===== src/rtl/fp_pkg.sv =====
// Shared FP32 accumulator definitions: controller states,
// FP32 constants and IEEE-754 single-precision field widths.
package fp_pkg;

  typedef enum logic [2:0] {
    IDLE,
    WAIT_OP,
    ISSUE,
    SETTLE,
    WAIT_DONE,
    OUTPUT,
    DRAIN
  } state_t;

  localparam logic [31:0] FP_ONE  = 32'h3F80_0000;
  localparam logic [31:0] FP_ZERO = 32'h0000_0000;

  localparam int EXP_W  = 8;
  localparam int MANT_W = 23;

endpackage


===== src/rtl/fpadd_accum_ctrl.sv =====
// FP32 packet accumulator driving a multi-cycle start/done adder.
// Ports: clk, reset (async active-low); in_valid/in_data/in_last/in_ready
// element stream; add_start/add_a/add_b/add_sum/add_done adder side;
// res_valid/res_data/res_count/res_err/res_ready result stream.
// Optional macro FPACC_TIMEOUT_EN: WAIT_DONE timeout, DRAIN, res_err.
module fpadd_accum_ctrl
  import fp_pkg::*;
#(
  parameter int TIMEOUT_CYCLES = 64,
  parameter int COUNT_W        = 8
) (
  input  logic               clk,
  input  logic               reset,
  input  logic               in_valid,
  input  logic [31:0]        in_data,
  input  logic               in_last,
  output logic               in_ready,
  output logic               add_start,
  output logic [31:0]        add_a,
  output logic [31:0]        add_b,
  input  logic [31:0]        add_sum,
  input  logic               add_done,
  output logic               res_valid,
  output logic [31:0]        res_data,
  output logic [COUNT_W-1:0] res_count,
  input  logic               res_ready,
  output logic               res_err
);

  localparam int TW = $clog2(TIMEOUT_CYCLES + 1);

  state_t state, state_nx;

  logic [31:0]        acc;
  logic [COUNT_W-1:0] count;
  logic               last_flag;
  logic               in_hs;
  logic               tmo;

  assign in_hs = in_valid && in_ready;

`ifdef FPACC_TIMEOUT_EN
  logic [TW-1:0] tcnt;
  logic          err_flag;

  // Timeout fires on the last of TIMEOUT_CYCLES idle WAIT_DONE cycles
  assign tmo = (state == WAIT_DONE) && !add_done &&
               (tcnt == TW'(TIMEOUT_CYCLES - 1));

  always_ff @(posedge clk or negedge reset) begin
    if (!reset) begin
      tcnt     <= '0;
      err_flag <= 1'b0;
    end else begin
      if (state == WAIT_DONE && !add_done && !tmo)
        tcnt <= tcnt + TW'(1);
      else
        tcnt <= '0;
      if (tmo)
        err_flag <= 1'b1;
      else if (state == OUTPUT && res_ready)
        err_flag <= 1'b0;
    end
  end

  assign res_err = err_flag;
`else
  logic unused_tmo;
  assign unused_tmo = (TIMEOUT_CYCLES != 0) && (TW != 0);
  assign tmo        = 1'b0;
  assign res_err    = 1'b0;
`endif

  always_comb begin
    state_nx  = state;
    in_ready  = 1'b0;
    add_start = 1'b0;
    res_valid = 1'b0;
    unique case (state)
      IDLE: begin
        in_ready = 1'b1;
        if (in_valid)
          state_nx = in_last ? OUTPUT : WAIT_OP;
      end
      WAIT_OP: begin
        in_ready = 1'b1;
        if (in_valid)
          state_nx = ISSUE;
      end
      ISSUE: begin
        add_start = 1'b1;
        state_nx  = SETTLE;
      end
      // One blind cycle: add_done still shows the previous op
      SETTLE: state_nx = WAIT_DONE;
      WAIT_DONE: begin
        if (add_done)
          state_nx = last_flag ? OUTPUT : WAIT_OP;
        else if (tmo)
          state_nx = last_flag ? OUTPUT : DRAIN;
      end
      OUTPUT: begin
        res_valid = 1'b1;
        if (res_ready)
          state_nx = IDLE;
      end
      DRAIN: begin
`ifdef FPACC_TIMEOUT_EN
        in_ready = 1'b1;
        if (in_valid && in_last)
          state_nx = OUTPUT;
`else
        state_nx = IDLE;
`endif
      end
      default: state_nx = IDLE;
    endcase
  end

  always_ff @(posedge clk or negedge reset) begin
    if (!reset) begin
      state     <= IDLE;
      acc       <= FP_ZERO;
      count     <= '0;
      add_a     <= '0;
      add_b     <= '0;
      last_flag <= 1'b0;
    end else begin
      state <= state_nx;
      if (state == IDLE && in_hs) begin
        acc   <= in_data;
        count <= COUNT_W'(1);
      end
      if (state == WAIT_OP && in_hs) begin
        add_a     <= acc;
        add_b     <= in_data;
        last_flag <= in_last;
        if (count != '1)
          count <= count + COUNT_W'(1);
      end
      if (state == WAIT_DONE && add_done)
        acc <= add_sum;
    end
  end

  assign res_data  = acc;
  assign res_count = count;

endmodule

===== config.mk =====
export PLATFORM = sky130hd
export DESIGN_NAME = fpadd_accum_ctrl
export DESIGN_NICKNAME = d
export VERILOG_FILES = /design/src/rtl/fp_pkg.sv /design/src/rtl/fpadd_accum_ctrl.sv
export SDC_FILE = /design/constraint.sdc
export NUM_CORES = 1
export LEC_CHECK = 0
export BUFFER_PORTS_ARGS = -buffer_cell sky130_fd_sc_hd__buf_2
export CAP_MARGIN = 15
export CORE_ASPECT_RATIO = 1.25
export CORE_MARGIN = 5
export CORE_UTILIZATION = 52
export DETAILED_ROUTE_END_ITERATION = 8
export PLACE_DENSITY = 0.85
export SYNTH_ARGS = -nofsm -noshare
export SYNTH_HDL_FRONTEND = slang
export SYNTH_SLANG_ARGS = --single-unit

===== constraint.sdc =====
create_clock -name clk -period 2.8 [get_ports clk]
set_input_delay 0.14 -clock clk [delete_from_list [all_inputs] [get_ports clk]]
set_output_delay 0.14 -clock clk [all_outputs]
set_load 0.1 [all_outputs]

==> impl_metrics.yaml <==
outcome:
  status: "finished, final reports clean"
grt:
  grt_pass1_wl_um: 21400
  grt.busiest_layer: "met2"
  grt_util_met3: 0.0445
  grt_pass1_vias: 4381
  use_met1: 0.310
  grt-ovfl-total: 0
  grt_util_all_layers: 0.260
  use_met2: 0.440
  antenna_found_initial: 0
  grt_max_degree: 71
setup_path:
  timing.rr.start: "state[0]"
  crit_path_start_kind: "flop"
  crit_fanout: 25
  cp.arrival_ns: 2.30
  crit_path_max_incr_delay_ns: 0.74
  crit_type: "flop to flop"
  setup.worst_path.start: "state[0]"
  crit_path_top_delay_cell: "dfrtp_1"
  path_cells: "nand4bb_4, nor4_1, nor2_1, a211oi_1"
  crit_required_ns: 3.08
  end_kind: "flop"
layout:
  seqCellArea_um2: 2700
  fin_cells: 776
  multi_input_area_um2: 1500
  syn_to_final_growth_pct: 36.1
  drive_gt1_frac: 0.302
  n_fill_cell: 596
  diodes: 0
  final_nets: 745
  stdcell_area_um2: 6040
place:
  dpl.cell_count: 714
  portBuffers: 176
  dpl-instance-area_um2: 5410
  hpwl_um: 8810
  place.gp.congestion: 0.839
floorplanning:
  die_w_um: 92.6
  coreArea_um2: 8290
  fp.dieH_um: 113
  initial_core_util: 0.536
  die_area_um2: 10500
  ios: 178
  rows: 37
yosys:
  ys_ff_latch: 108
  syn_inst: 461
  synth_area_leader_cell: "dfrtp_1"
  yosys.cell_count.top_type: "nand2_1"
  synth_async_sr_flop_share: 1.00
  ys_types: 39
  synth-main-ff-cell: "dfrtp_1"
  synth_edf_count: 0
  syn_area_per_cell_um2: 9.63
  synthTopCellsByArea: "dfrtp_1 (61%), nand2_1 (12%), o21ai_0 (6.9%)"
  yosys_warnings: 0
  yosysSeqAreaShare: 0.609
  synthTopCellsByCount: "nand2_1 (142), dfrtp_1 (108), o21ai_0 (61)"
  netlist_area_um2: 4440
  synth_nets: 532
  post-synth-top-area-fraction: 0.609
clocking:
  cts.path.max_buffers: 2
  cts-resized-gates: 0
  numCtsBuffers: 9
  tritoncts: "yes"
  cts.reportedPaths.clkPinSlew_ns: 0.10
  clock-sinks: 108
  cts_root_buffer: "clkbuf_8"
  clock_latency_ns: 0.37
  ctsHtreeMaxLevel: 3
sta:
  finalSetupViolCount: 0
  max_freq_ghz: 0.494
  skew_ns: 0.0130
  rsz0062_at_grt: "no"
  min_period_ns: 2.02
  relSlewSlack: 0.522
  fin_setup_tns_ns: 0
  hold_viol: 0
  finalCritPeriodShare: 0.723
  slew_viol_final: 0
  tightestPinTransition_ns: 0.717
worst_hold_path:
  worstHoldPathType: "input pin to flop"
  min_from: "in_data[19]"
routing:
  wl_per_cell_um: 17.3
  drt_first_pass_iters: 6
  vias: 4225
  finalWirelength_um: 13400
  ant_nets: 0
  drc: 0
  vias_per_cell: 5.44
  initialDrtViolationCount: 248
flow_run:
  drv_cap: 0
==> routing by layer <==
metal  share of wire  vias up
met3           0.070       56
met4           0.051        0
li1                -     1953
met1            0.37     1990
met2            0.51      226
met5               0        -
==> registers in the layout, summed over array words and instances, names as in the netlist <==
name       flops
res_data      32
state          3
add_b         32
add_a         32
last_flag      1
res_count      8
==> repair_timing <==
item	4_1_cts	5_1_grt
hold buffers	46	0
buffers inserted	0	0
hold endpoints to repair	89	0
==> area by class of cell <==
class	instances	area share
flip-flops and latches	108	0.447
repair buffers	230	0.236
multi-input cells	294	0.248
clock buffers	11	0.0234
well taps	97	0.0201
inverters	31	0.0193
clock inverters	5	0.00580
==> through the flow <==
| stage | worst slack [ns] | hold WS, ns | utilization |
|---|---|---|---|
| finish | 0.776 | 0.00827 | 0.729 |
| global route | 0.607 | 0.00529 | 0.729 |
| CTS | 0.781 | 0.000204 | 0.729 |
| detailed placement | 0.778 | 0.173 | 0.652 |
| global placement | 0.909 | 0.172 | 0.652 |
| floorplan | 0.664 | -0.156 | - |
==> placed cells by master, fill, tap and decap left out, types with 3 or more instances in the layout <==
cell	netlist	final
buf_2	19	175
nand2_1	142	142
dfrtp_1	108	108
o21ai_0	61	61
dlygate4sd3_1	0	46
inv_1	31	31
a22oi_1	28	28
nor2_1	13	13
clkbuf_8	0	10
a21oi_1	9	9
buf_4	4	7
nand3_1	6	6
nand2b_1	4	4
o22ai_1	3	3
==> worst max-delay path, delay by kind of cell (launching register included) <==
kind               cells  cell delay (ns)
DFF                    1             0.74
AOI/OAI and AO/OA      1             0.21
and+or+nand+nor        3             0.99
==> logic make-up (layout without fill, tap and decap cells) <==
family	Yosys count	in the layout	share of synthesized area
multiplexers	2	2	0.00479
AND/OR/NAND/NOR	178	178	0.174
flip-flops	108	108	0.609
other	1	1	0.000845
adder cells (fa/ha/maj)	1	1	0.00282
buffers and inverters	59	277	0.0586
AO/OA/AOI/OAI	112	112	0.150
==> worst paths after layout <==
kind,slack (ns),cells past startpoint,endpoint
max in group asynchronous,1.77,3,add_a[10]
worst min register to register,0.48,2,add_a[10]
worst max-delay path,0.78,4,res_count[7]
worst min-delay path,0.008,3,add_b[19]
worst max register to register,0.78,4,res_count[7]
min in group asynchronous,0.29,2,res_data[28]
Power is not shown: default switching activity piles up to over one toggle a cycle in this logic, so the estimate is an artifact.
